===== config.mk =====
export PLATFORM = sky130hd
export DESIGN_NAME = spi_cmd_master
export DESIGN_NICKNAME = d
export VERILOG_FILES = /design/src/rtl/spi_cmd_master.sv
export SDC_FILE = /design/constraint.sdc
export NUM_CORES = 1
export LEC_CHECK = 0
export CORE_MARGIN = 10
export CORE_UTILIZATION = 35
export CTS_BUF_LIST = sky130_fd_sc_hd__clkbuf_16
export CTS_CLUSTER_DIAMETER = 150
export DETAILED_ROUTE_END_ITERATION = 8
export GPL_ROUTABILITY_DRIVEN = 0
export PLACE_DENSITY_LB_ADDON = 0.08
export SETUP_SLACK_MARGIN = 0.5
export SYNTH_ARGS = -nofsm -noshare
export SYNTH_HDL_FRONTEND = slang
export SYNTH_SLANG_ARGS = --single-unit

===== constraint.sdc =====
create_clock -name clk -period 4 [get_ports clk]
set_input_delay 0.8 -clock clk [delete_from_list [all_inputs] [get_ports clk]]
set_output_delay 0.8 -clock clk [all_outputs]
set_load 0.005 [all_outputs]

===== src/rtl/spi_cmd_master.sv =====
// Byte-level SPI master (mode 0) issuing two-byte command/data frames to a spi2gpio slave.
// Optional byte-0 dummy check enabled by defining SPI_DUMMY_CHECK_EN (adds o_err).
module spi_cmd_master #(
  parameter int CLK_DIV   = 8,
  parameter int GAP       = 16,
  parameter int FSS_SETUP = 4
) (
  input  logic       clk,
  input  logic       rst_n,
  input  logic       i_start,
  input  logic       i_wr,
  input  logic [2:0] i_addr,
  input  logic [7:0] i_wdata,
  output logic       o_busy,
  output logic       o_done,
  output logic [7:0] o_rdata,
  output logic       spi_clk,
  output logic       spi_fss,
  output logic       spi_out,
`ifdef SPI_DUMMY_CHECK_EN
  output logic       o_err,
`endif
  input  logic       spi_in
);

  typedef enum logic [2:0] {
    S_IDLE, S_SETUP, S_SHIFT0, S_GAP, S_SHIFT1, S_HOLD, S_DONE
  } state_t;

  localparam logic [15:0] DIV_LAST   = 16'(CLK_DIV - 1);
  localparam logic [15:0] GAP_LAST   = 16'(GAP - 1);
  localparam logic [15:0] SETUP_LAST = 16'(FSS_SETUP - 1);

  state_t      state_q, state_d;
  logic [15:0] cnt_q, cnt_d;
  logic [2:0]  bit_q, bit_d;
  logic        sclk_q, sclk_d;
  logic [7:0]  tx_q, tx_d;
  logic [7:0]  b1_q, b1_d;
  logic [7:0]  rx_q, rx_d;
  logic [7:0]  rdata_q, rdata_d;

  always_ff @(posedge clk or negedge rst_n) begin
    if (!rst_n) begin
      state_q <= S_IDLE;
      cnt_q   <= '0;
      bit_q   <= '0;
      sclk_q  <= 1'b0;
      tx_q    <= '0;
      b1_q    <= '0;
      rx_q    <= '0;
      rdata_q <= '0;
    end else begin
      state_q <= state_d;
      cnt_q   <= cnt_d;
      bit_q   <= bit_d;
      sclk_q  <= sclk_d;
      tx_q    <= tx_d;
      b1_q    <= b1_d;
      rx_q    <= rx_d;
      rdata_q <= rdata_d;
    end
  end

  always_comb begin
    state_d = state_q;
    cnt_d   = cnt_q;
    bit_d   = bit_q;
    sclk_d  = sclk_q;
    tx_d    = tx_q;
    b1_d    = b1_q;
    rx_d    = rx_q;
    rdata_d = rdata_q;
    case (state_q)
      S_IDLE: begin
        sclk_d = 1'b0;
        if (i_start) begin
          state_d = S_SETUP;
          cnt_d   = '0;
          bit_d   = '0;
          tx_d    = {i_wr, 4'b0000, i_addr};
          b1_d    = i_wr ? i_wdata : 8'h00;
        end
      end
      S_SETUP: begin
        if (cnt_q == SETUP_LAST) begin
          state_d = S_SHIFT0;
          cnt_d   = '0;
        end else begin
          cnt_d = cnt_q + 16'd1;
        end
      end
      S_SHIFT0, S_SHIFT1: begin
        if (cnt_q != DIV_LAST) begin
          cnt_d = cnt_q + 16'd1;
        end else if (!sclk_q) begin
          // Rising edge: slave has held MISO stable since the previous fall.
          cnt_d  = '0;
          sclk_d = 1'b1;
          rx_d   = {rx_q[6:0], spi_in};
        end else begin
          cnt_d  = '0;
          sclk_d = 1'b0;
          bit_d  = bit_q + 3'd1;
          tx_d   = {tx_q[6:0], 1'b0};
          if (bit_q == 3'd7) begin
            if (state_q == S_SHIFT0) begin
              state_d = S_GAP;
              tx_d    = b1_q;
            end else begin
              state_d = S_HOLD;
            end
          end
        end
      end
      S_GAP: begin
        if (cnt_q == GAP_LAST) begin
          state_d = S_SHIFT1;
          cnt_d   = '0;
        end else begin
          cnt_d = cnt_q + 16'd1;
        end
      end
      S_HOLD: begin
        if (cnt_q == SETUP_LAST) begin
          state_d = S_DONE;
          cnt_d   = '0;
          rdata_d = rx_q;
        end else begin
          cnt_d = cnt_q + 16'd1;
        end
      end
      S_DONE: begin
        state_d = S_IDLE;
      end
      default: begin
        state_d = S_IDLE;
      end
    endcase
  end

`ifdef SPI_DUMMY_CHECK_EN
  logic dummy_bad_q, dummy_bad_d;
  logic err_q, err_d;

  always_ff @(posedge clk or negedge rst_n) begin
    if (!rst_n) begin
      dummy_bad_q <= 1'b0;
      err_q       <= 1'b0;
    end else begin
      dummy_bad_q <= dummy_bad_d;
      err_q       <= err_d;
    end
  end

  // Byte-0 result is parked until the frame ends so o_err moves with o_done.
  always_comb begin
    dummy_bad_d = dummy_bad_q;
    err_d       = err_q;
    if (state_q == S_IDLE && i_start) err_d = 1'b0;
    if (state_q == S_SHIFT0 && state_d == S_GAP) dummy_bad_d = (rx_q != 8'h5A);
    if (state_q == S_HOLD && state_d == S_DONE) err_d = dummy_bad_q;
  end

  assign o_err = err_q;
`endif

  assign o_busy  = (state_q != S_IDLE);
  assign o_done  = (state_q == S_DONE);
  assign o_rdata = rdata_q;
  assign spi_clk = sclk_q;
  assign spi_fss = (state_q == S_IDLE) || (state_q == S_DONE);
  assign spi_out = tx_q[7];

endmodule


Yosys cells after proc, flatten, opt, wreduce, memory -nomap -nowiden
Index checks and enable logic that the tools add are counted.
- register bits: 55
- input port bits: 16
- logic and storage cells: 71
- $add $sub $neg: 2
- equality and inequality tests: 17
- mux-type cells: 28
- bitwise logic cells: 2
- reductions and logical operators: 14
- operators by type and width (cell ; number):
    two-way mux 16 bit ; 4
    one-hot mux 16 bit (4 select lines) ; 1
    two-way mux 8 bit ; 6
    two-way mux 3 bit ; 11
    adder 16 x 1 -> 16 bit, second input constant ; 1
    equality test 16 x 2 -> 1 bit, second input constant ; 1
    equality test 16 x 4 -> 1 bit, second input constant ; 1
    inequality test 16 x 3 -> 1 bit, second input constant ; 1
    one-hot mux 8 bit (2 select lines) ; 1
    one-hot mux 3 bit (5 select lines) ; 1
    inequality test 2 bit, second input constant ; 7
    equality test 3 bit, second input constant ; 4
    AND reduction 2 bit ; 4
    AND reduction 7 bit ; 1
    equality test 3 x 2 -> 1 bit, second input constant ; 2
    one-hot mux 3 bit (2 select lines) ; 1
    AND reduction 4 bit ; 1
    nonzero test 4 bit ; 1
    OR reduction 2 bit ; 2
    adder 3 x 1 -> 3 bit, second input constant ; 1
    equality test 3 x 1 -> 1 bit, second input constant ; 1
    logical NOT 3 bit ; 1
    AND reduction 3 bit ; 1
    nonzero test 3 bit ; 1
    5 further kinds ; 7

Longest topological paths before layout
- depth after elaboration: 6
- depth in mapped cells: 8

Worst setup path before layout
Ideal clock, no wire load.
- kind: register -> output
- from: reg state_q[0]
- to: out spi_fss
- arrival: 1.112 ns
- required time: 3.200 ns
- path slack: 2.088 ns
- cell stages (with the launch flop): 5
- path through: dfrtp_1 clkbuf_1 or3_1 clkbuf_1 o21ai_0
- longest elaborated chain between the ends: 2
- elaborated cells on any way between the ends: 3
- RTL lines (element ; RTL line ; RTL):
    start: declaration ; 34 ; state_t state_q, state_d;
    start signal: assignment ; 54 ; state_q <= state_d;
    equality test 3 bit / logical NOT 3 bit (equally long branches) ; 172 ; assign spi_fss = (state_q == S_IDLE) || (state_q == S_DONE);
    logical OR 1 bit (*) ; 172 ;
    end: declaration ; 18 ; output logic spi_fss,
Every way passes the cells marked *; elsewhere a longest branch is shown, timed or not.

Final worst setup path
Ends and elaborated chain as after synthesis.

==> results.md <==
* Clk slew on worst S/H paths at 0.08 ns
* Fin Clk Skew at 0.00581 ns
* Layout overhead on the synthesized area at 17.8%
* Root Buffer: clkbuf_16
* Number of buffers created by CTS at 5
* Placeable core region at approximately 7600 µm²
* Instance area at placement at 3060 µm²
* Status: finished, final reports clean
* Maximum clock frequency at 371 MHz
* Number of pins exceeding their max-slew limit in the final report at 0
* Share of total power in combinational logic at 31.2%
* Total negative slack at 0 ns
* Critical path class: reg2out
* Clock insertion delay at the later pin of the skew report at 0.30 ns
* Worst Reg-to-Reg Cells at 5
* RSZ-0062 raised after global routing: no
* Min Tclk post-route at 2.69 ns
* Yosys warning total at 0
* Number of antenna repair diodes at 0
* Hold path depth at 2
* Worst-case setup slack after placement at approximately 1.2 ns
* Max-capacitance violation count at 0
* Via count of the first global-routing pass at 2049
* Smallest setup slack after layout at roughly 1.3 ns
* Arrival time of the worst setup path at 1.89 ns
* Fraction of power consumed by sequential logic at a little over two fifths
* Number of flip-flops and latches in the synthesized netlist at 55
* CP endpoint kind: primary output
* Width of the chip at between 100 and 150 µm
* Fraction of final layout cells with drive strength greater than 1 at 12.8%
* Commonest cells after routing, fill and taps aside: 55 x dfrtp_1, 39 x nand2_1, 28 x o21ai_0
* Total global-route track usage at 11.2%
* FF+latch area at 1380 µm²
* First-pass GRT wire length at 10.6 mm
* Sequential share of the synthesized area at 50.5%
* Total of cells resized after clock tree synthesis at 0
* Hold_buf cts at 0
* Req. time, crit path at between 3 and 4 ns
* Pin count of the biggest net entering global routing at 39
* Grt ovf at 0
* Top-area cell type share of the netlist area at 50.5%
* Number of port buffers at 28
* Count of clock tree sinks at 55
* Length of the first detailed-routing pass in iterations at 5
* Internal Pwr Total at 0.00114 W
* Maximum fanout encountered on the critical timing path at 10
* Mapped cell area at 2730 µm²
* Fillers at 765
* Half-perimeter wire length after placement at 4.36 mm
* Cell type contributing the most total cell area after synthesis: dfrtp_1
* Total Die Area at 11700 µm²
* Count of flip-flops with a built-in enable after synthesis at 0
* Switching fraction of total power at 36.8%
* Headroom to the max-slew limit at 42.2%
* Number of vias after detailed routing at 2057
* DRT iter0 DRCs at 89
* Post-Synth XOR/XNOR Area at 0%
* Number of rows created at floorplan at 32
* Proportion of synthesized flip-flops having asynchronous set or reset at 100%
* Type of the tightest min-delay check: reg2reg
* Clock Power Share at between 20% and 30%
* Leakage power summed over all cells at 1.36 nW
* Instance count of the mapped netlist at around 270
* Overall die height at 108 µm
* H-tree levels at 2
* Post-CTS setup buffers at 0
* Syn_area_per_cell at 10.2 µm²
* Number of distinct library cells after synthesis at 46
* Post-Synth Adder-Cell Area at roughly 1.4%
* Ratio of routed vias to standard cells at 5.26
* Maximum VDD drop at 0.245 mV
* Most common cell after layout, fill and taps aside: dfrtp_1
* Clock tree buffer depth at 2
* Register-to-register setup slack at around 1.6 ns
* Hold Fails Final Rpt at 0
* Routed WL at 6.35 mm
* Dominant combinational cell family by area after synthesis: simple AND/OR/NAND/NOR gates
* Area fraction in and, or, nand and nor cells after synthesis at 19.5%
* Number of failing setup endpoints in the final timing report at 0
* Layout Nets at 307
* P per Cell Area at between 500 and 600 nW/µm²
* Share of synthesized area spent on multiplexers at between 10% and 20%
* Worst-margin pin slew at slightly below 0.9 ns
* Total non-filler cell area in the finished layout at 3210 µm²
* Share of the cycle needed by the critical path after routing at 67.3%
* Net switching component of the power at roughly 0.00066 W
* Compound-cell area share of the yosys netlist at between 15 and 20%
* Final routed wire length divided by cell count at between 15 and 20 µm
* Ports placed on the boundary at 29
* Clock tree from TritonCTS: yes
* Top_reg_cell synth: dfrtp_1
* Initial antenna violation count at 0
* Leading cell types by total area after synthesis: dfrtp_1 50%, mux2_2 7.8%, nand2_1 5.4%
* DRC violations left at 0
* Effective utilization at floorplan at 35.7%
* Final core occ at a little over two fifths
* Number of nets with antenna violations after routing at 0
* Synth Net Count at between 200 and 300
* Critical Path Source Type: register
* Area of combinational cells with multiple inputs at 1270 µm²
## cells in the mapped netlist (all sizes together) (5+ instances only)
library cell  count
mux2i             7
nand4             6
nand2            39
nor3             11
mux2             19
dfrtp            55
buf               7
o22ai             5
clkbuf            8
nor2             13
nand3             8
o21ai            31
o2bb2ai           6
## metrics by stage
step | hold slack (ns) | power, W | cells
CTS | 0.491 | 0.00182 | 391
global route | 0.515 | 0.00192 | 391
finish | 0.487 | 0.00180 | 391
detailed placement | 0.474 | 0.00135 | 383
global placement | 0.467 | 0.00135 | 383
floorplan | 0.444 | 0.00117 | 267
## worst paths after layout
path | from | endpoint
worst min register to register | b1_q[1] | b1_q[1]
worst min-delay path | b1_q[1] | b1_q[1]
max in group asynchronous | rst_n | rx_q[5]
worst max register to register | cnt_q[9] | cnt_q[13]
worst max-delay path | state_q[0] | spi_fss
min in group asynchronous | rst_n | cnt_q[9]
## flip-flops by register name (all words and copies together) (netlist names)
register / count
b1_q: 8
bit_q: 3
cnt_q: 16
o_rdata: 8
rx_q: 8
spi_clk: 1
state_q: 3
tx_q: 8
## power groups by stage
stage               registers [W]  logic [W]  clock network, W
CTS                      0.000779   0.000564          0.000472
finish                   0.000777   0.000560          0.000461
global placement         0.000792   0.000562                 0
global route             0.000799   0.000627          0.000490
floorplan                0.000732   0.000435                 0
detailed placement       0.000789   0.000561                 0
## logic make-up after synthesis
group                      count (synthesis)
AOI/OAI and AO/OA                         64
adders and majority gates                  3
buffers and inverters                     16
DFF                                       55
muxes                                     26
and+or+nand+nor                          103
## metal layers
metal / share of wire (%) / GRT usage (%) / wire (µm) / up-vias
met2: 43 / 16.1 / 2730 / 30
li1: - / - / - / 1017
met4: 1.0 / 3.39 / 65 / 0
met5: 0 / 0 / 0 / -
met3: 5.3 / 3.27 / 338 / 5
met1: 51 / 15.7 / 3220 / 1005
## cell type report
class / count / share of cell area [%]
Clock buffer: 5 / 3.89
Clock inverter: 3 / 0.856
Inverter: 1 / 0.117
Multi-Input combinational cell: 196 / 39.5
Sequential cell: 55 / 42.8
Tap cell: 102 / 3.97
Timing Repair Buffer: 29 / 8.80
## critical path, stage by stage, from the launching register on
cell and delay (ns):
dfrtp_1 0.48, or3_1 0.48, o21ai_0 0.11, clkdlybuf4s50_1 0.52
(Power assumes the default switching activity.)
